$ cat src/rtl/rotary_decoder_if.sv
// Quadrature-pin bundle for rotary_decoder: raw phase pins in, detent event stream out.
// Event stream: rotary_event is a one-cycle strobe with no ready; rotary_right and speed are valid while it is high.
interface rotary_decoder_if;
  logic       rot_a;
  logic       rot_b;
  logic       rotary_event;
  logic       rotary_right;
  logic [4:0] speed;

  modport master (
    input  rot_a,
    input  rot_b,
    output rotary_event,
    output rotary_right,
    output speed
  );

  modport slave (
    output rot_a,
    output rot_b,
    input  rotary_event,
    input  rotary_right,
    input  speed
  );
endinterface

$ cat src/rtl/rotary_decoder.sv
// Quadrature encoder front-end: sync, debounce, quadrature decode to detent events, rate-based speed.
// Optional feature macro ROTARY_ACCEL_EN builds the gap counter and acceleration; otherwise speed is constant.
module rotary_decoder #(
  parameter int STABLE_CYCLES = 5000,
  parameter int ACCEL_WINDOW  = 2500000,
  parameter int BASE_SPEED    = 2,
  parameter int ACCEL_STEP    = 2,
  parameter int MAX_SPEED     = 31
) (
  input logic              clock,
  input logic              reset,
  rotary_decoder_if.master dec_if
);

  if (STABLE_CYCLES < 1 || STABLE_CYCLES > 65535 || ACCEL_WINDOW < 0 ||
      ACCEL_WINDOW > 16777215 || ACCEL_STEP < 0 || ACCEL_STEP > 31 ||
      MAX_SPEED > 31 || BASE_SPEED < 0 || BASE_SPEED > MAX_SPEED) begin : g_bad_cfg
    $error("rotary_decoder: parameter out of range");
  end

  localparam logic [15:0] STABLE_LIMIT = 16'(STABLE_CYCLES);
  localparam logic [4:0]  SPEED_BASE   = 5'(BASE_SPEED);

  logic [1:0]  s1;
  logic [1:0]  s2;
  logic [1:0]  cand;
  logic [15:0] cnt;
  logic        accepted;
  logic        q1;
  logic        q2;
  logic        q1_d;
  logic        detent;
  logic        dir_right;
  logic        event_r;
  logic        right_r;
  logic [4:0]  speed_r;

  always_ff @(posedge clock) begin
    if (reset) begin
      s1 <= 2'b00;
      s2 <= 2'b00;
    end else begin
      s1 <= {dec_if.rot_a, dec_if.rot_b};
      s2 <= s1;
    end
  end

  // A pair is accepted only after it has matched cand for STABLE_CYCLES cycles in a row.
  always_ff @(posedge clock) begin
    if (reset) begin
      cand <= 2'b00;
      cnt  <= 16'd0;
    end else if (s2 != cand) begin
      cand <= s2;
      cnt  <= 16'd1;
    end else if (cnt < STABLE_LIMIT) begin
      cnt <= cnt + 16'd1;
    end
  end

  assign accepted = (cnt == STABLE_LIMIT);

  // q1 tracks the both-high/both-low detent phase, q2 remembers which half-step came before it.
  always_ff @(posedge clock) begin
    if (reset) begin
      q1   <= 1'b0;
      q2   <= 1'b0;
      q1_d <= 1'b0;
    end else begin
      q1_d <= q1;
      if (accepted) begin
        case (cand)
          2'b11:   q1 <= 1'b1;
          2'b00:   q1 <= 1'b0;
          2'b01:   q2 <= 1'b1;
          2'b10:   q2 <= 1'b0;
          default: ;
        endcase
      end
    end
  end

  assign detent    = q1 & ~q1_d;
  assign dir_right = ~q2;

  always_ff @(posedge clock) begin
    if (reset) begin
      event_r <= 1'b0;
      right_r <= 1'b1;
    end else begin
      event_r <= detent;
      if (detent) begin
        right_r <= dir_right;
      end
    end
  end

`ifdef ROTARY_ACCEL_EN
  localparam logic [23:0] WINDOW    = 24'(ACCEL_WINDOW);
  localparam logic [5:0]  STEP      = 6'(ACCEL_STEP);
  localparam logic [5:0]  SPEED_CAP = 6'(MAX_SPEED);

  logic [23:0] gap;
  logic [5:0]  speed_sum;
  logic [4:0]  speed_next;

  always_ff @(posedge clock) begin
    if (reset) begin
      gap <= WINDOW;
    end else if (detent) begin
      gap <= 24'd0;
    end else if (gap < WINDOW) begin
      gap <= gap + 24'd1;
    end
  end

  // Six-bit sum so a large step near the cap saturates instead of wrapping.
  assign speed_sum = {1'b0, speed_r} + STEP;

  always_comb begin
    speed_next = speed_r;
    if (detent) begin
      if (dir_right != right_r) begin
        speed_next = SPEED_BASE;
      end else if (gap < WINDOW) begin
        speed_next = (speed_sum > SPEED_CAP) ? SPEED_CAP[4:0] : speed_sum[4:0];
      end else begin
        speed_next = SPEED_BASE;
      end
    end else if (gap == WINDOW) begin
      speed_next = SPEED_BASE;
    end
  end

  always_ff @(posedge clock) begin
    if (reset) begin
      speed_r <= SPEED_BASE;
    end else begin
      speed_r <= speed_next;
    end
  end
`else
  assign speed_r = SPEED_BASE;
`endif

  assign dec_if.rotary_event = event_r;
  assign dec_if.rotary_right = right_r;
  assign dec_if.speed        = speed_r;

endmodule

$ cat src/flat_wrapper.sv
// flat-port wrapper written by rule: the top's interface ports become plain ports
module rotary_decoder_flat 
#(
  parameter int STABLE_CYCLES = 5000,
  parameter int ACCEL_WINDOW  = 2500000,
  parameter int BASE_SPEED    = 2,
  parameter int ACCEL_STEP    = 2,
  parameter int MAX_SPEED     = 31
)
  (clock, reset, dec_if_rot_a, dec_if_rot_b, dec_if_rotary_event, dec_if_rotary_right, dec_if_speed);
  rotary_decoder_if dec_if_i ();
  input logic clock;
  input logic reset;
  input wire logic [$bits(dec_if_i.rot_a)-1:0] dec_if_rot_a;
  input wire logic [$bits(dec_if_i.rot_b)-1:0] dec_if_rot_b;
  output wire logic [$bits(dec_if_i.rotary_event)-1:0] dec_if_rotary_event;
  output wire logic [$bits(dec_if_i.rotary_right)-1:0] dec_if_rotary_right;
  output wire logic [$bits(dec_if_i.speed)-1:0] dec_if_speed;
  assign dec_if_i.rot_a = dec_if_rot_a;
  assign dec_if_i.rot_b = dec_if_rot_b;
  assign dec_if_rotary_event = dec_if_i.rotary_event;
  assign dec_if_rotary_right = dec_if_i.rotary_right;
  assign dec_if_speed = dec_if_i.speed;
  rotary_decoder #(.STABLE_CYCLES(STABLE_CYCLES), .ACCEL_WINDOW(ACCEL_WINDOW), .BASE_SPEED(BASE_SPEED), .ACCEL_STEP(ACCEL_STEP), .MAX_SPEED(MAX_SPEED)) u_core (.clock(clock), .reset(reset), .dec_if(dec_if_i));
endmodule
$ cat config.mk
export PLATFORM = sky130hd
export DESIGN_NAME = rotary_decoder_flat
export DESIGN_NICKNAME = d
export VERILOG_FILES = /design/src/rtl/rotary_decoder_if.sv /design/src/rtl/rotary_decoder.sv /design/src/flat_wrapper.sv
export SDC_FILE = /design/constraint.sdc
export NUM_CORES = 1
export LEC_CHECK = 0
export CORE_MARGIN = 5
export CORE_UTILIZATION = 54
export CTS_CLUSTER_SIZE = 40
export DETAILED_ROUTE_END_ITERATION = 7
export PLACE_DENSITY = 0.76
export SLEW_MARGIN = 20
export SYNTH_ARGS = -nofsm -noshare
export SYNTH_HDL_FRONTEND = slang
export SYNTH_SLANG_ARGS = --single-unit
$ cat constraint.sdc
create_clock -name clock -period 2.6 [get_ports clock]
set_input_delay 0.52 -clock clock [delete_from_list [all_inputs] [get_ports clock]]
set_output_delay 0.52 -clock clock [all_outputs]
set_load 0.1 [all_outputs]
==> results.cfg <==
[run_status]
run_status = complete, no violations

[global_route]
use_met1 = 0.171
grt_overflow = 0
use_met2 = 0.219
use_met3 = 0.0204
grt_max_degree = 20
grt_busiest_layer = met2
antenna_found_initial = 0
first_global_vias = 847
grt_pass1_wl_um = 3540
grt_usage = 0.132

[synthesis]
syn-cell-area_um2 = 1220
ys.warnings.count = 0
yosys.area_share.simple = 0.268
synth_ff_type = dfxtp_1
yosys.cell_count.top_type = dfxtp_1
synth.distinct_cells = 38
synth_commonest_cells = dfxtp_1 (27), a21oi_1 (12), or3_1 (10)
synth_mux_area_frac = 0.00820
syn_avg_cell_area_um2 = 9.25
synth_edf_count = 0
synth-xor-area-share = 0.0215
synth.top_cell.area_share = 0.443
netlist_top_cells_area = dfxtp_1 (44%), or3_1 (5.1%), a21oi_1 (4.9%)
synth_top_family_by_area = simple AND/OR/NAND/NOR gates
ys_seq_area_frac = 0.443
async_flop_share = 0
synthCells = 132
ys_seq_elements = 27
synth-compound-area-share = 0.154
yosysTopAreaCell = dfxtp_1
synth_fa_ha_area_frac = 0.0410

[placed_design]
dp_hpwl_um = 1500
portBuffers = 5
dpl.cell_count = 161
gp_congestion = 0.756
pre_cts_ws_ns = 0.667

[layout]
finalNonFillerCells = 165
post-route-util = 0.592
multi_input_area_um2 = 621
drive_gt1_frac = 0.0730
n_fill_cell = 211
ff_latch_area_um2 = 541
areaGrowthSynthToFinish_pct = 6.25
insertedDiodeCount = 0
nets = 146

[worst_setup_path]
critPathLaunchType = register
worstReg2RegStart = u_core.cnt[3]
path_max_fanout = 19
cp.required_ns = 2.87
cpMaxStageDelayCell = or4_1
worst-path-buf-inv = 0
endpoint_kind = register
cp.arrival_ns = 2.00
worstPathCellList = nor4_4, o211ai_4, or4_1, a21oi_1
reg2reg_depth = 4
reg2reg_to = u_core.cnt[10]
slowest_delay_ns = 0.52
reg2reg_slack_ns = 0.87
crit_type = reg -> reg
crit_family = simple AND/OR/NAND/NOR gates

[cts]
cts.sinks = 27
clk_latency_ns = 0.32
cts_buffer_depth = 2
numCtsBuffers = 3
htreeDepth = 1
path_clk_slew_ns = 0.15
postCtsSetupBuffers = 0
cts_root_buf = clkbuf_4
tritoncts = done
cts_hold_buf = 0
cts_resized = 0

[detailed_routing]
route.detailed.wl_per_inst_um = 12.2
routed_wl_um = 2020
dr.pass1.iters = 4
ant_nets = 0
num_vias = 924
remaining_drc_errors = 0
vias_per_cell = 5.60
drtIter0Drc = 14

[timing]
rsz0062_at_grt = no
hold_viol_final = 0
slew_viol_final = 0
fin_crit_sh = 0.665
fmax_mhz = 579
fin_setup_tns_ns = 0
setup_viol = 0
min_period_ns = 1.73
slew_headroom = 0.667
setup_ws_ns = 0.872
skew_ns = 0.00729
worstMarginPinSlew_ns = 0.497

[flow_run]
maxCapViolations = 0

[die]
dieArea_um2 = 3310
die_x_um = 57.6
start_util = 0.557
coreArea_um2 = 2190
rows = 17
ios = 11
dieHeight_um = 57.6

[min_path]
hold_class = reg -> reg
min_to = u_core.dec_if.rotary_event
whs_path_depth = 1
min_from = u_core.q1_d

[power_and_ir_drop]
p_int_uw = 497
power.leakage_uw = 0.000459
p_sw_uw = 182
p_sw_frac = 0.268
powerDensity_nw_per_um2 = 523
p_clk_frac = 0.271
power_uw = 679
seq_power_share = 0.629
peakVddDrop_v = 0.000346
power_frac_comb = 0.100
## kinds of logic after synthesis
logic type,after synthesis
other,2
DFF,27
buffers and inverters,13
xor gates and xnor gates,3
muxes,1
AOI/OAI and AO/OA,30
and+or+nand+nor,52
adders and majority gates,4
## worst reg2reg max path: stages, from the launching register on
cell      delay (ns)
dfxtp_1         0.42
nor4_4          0.38
o211ai_4        0.23
or4_1           0.52
a21oi_1         0.14
## power groups by stage
stage	sequential, uW	combinational [uW]	clock (uW)
final	427	67.9	184
after detailed placement	436	67.6	0
after CTS	427	67.7	190
after floorplan	434	62.2	0
after global routing	428	73.9	204
after global placement	435	65.3	0
## cell type report
class / count / area share
multi-input cells: 95 / 0.478
flip-flops and latches: 27 / 0.417
repair buffers: 6 / 0.0405
well taps: 28 / 0.0270
clock buffers: 3 / 0.0174
inverters: 5 / 0.0145
clock inverters: 1 / 0.00579
## registers in the layout (all words and copies together) (netlist names)
register	cells
u_core.q1	1
u_core.cnt	16
u_core.cand	2
u_core.dec_if.rotary_event	1
u_core.s1	2
u_core.dec_if.rotary_right	1
u_core.q1_d	1
u_core.q2	1
u_core.s2	2
## per-layer routing
metal,vias up,routed length (um)
met2,10,931
met4,0,27
met5,-,0
li1,471,-
met1,439,998
met3,4,59
## how the worst max path moves through the flow
stage	endpoint	depth (start not counted)	slack, ns	from
after detailed placement	u_core.cnt[8]	4	0.67	reset
after CTS	u_core.cnt[10]	4	0.88	u_core.cnt[3]
final	u_core.cnt[10]	4	0.87	u_core.cnt[3]
after global routing	u_core.cnt[10]	4	0.77	u_core.cnt[3]
after floorplan	u_core.cnt[10]	4	1.10	u_core.cnt[3]
after global placement	u_core.cnt[2]	4	0.70	reset
## layout by cell type, fill, tap and decap left out, drive strengths merged, types with 2 or more instances in the layout
cell,Yosys,layout
and2,4,4
o21ai,10,10
ha,4,4
buf,6,3
a21oi,12,12
nor4,2,2
nand3,4,4
nand2,5,5
inv,5,5
conb,2,5
nor3,3,3
xor2,2,2
nor2,6,6
or3,10,10
nand4,3,3
dfxtp,27,27
nor2b,8,8
clkbuf,2,3
clkdlybuf4s50,0,3
## per-stage QoR
| step | instance area [um2] | hold slack (ns) |
|---|---|---|
| floorplan | 1230 | 0.383 |
| global placement | 1270 | 0.400 |
| detailed placement | 1270 | 0.404 |
| CTS | 1300 | 0.427 |
| global route | 1300 | 0.452 |
| finish | 1300 | 0.418 |
Power figures use the tool's default switching activity.
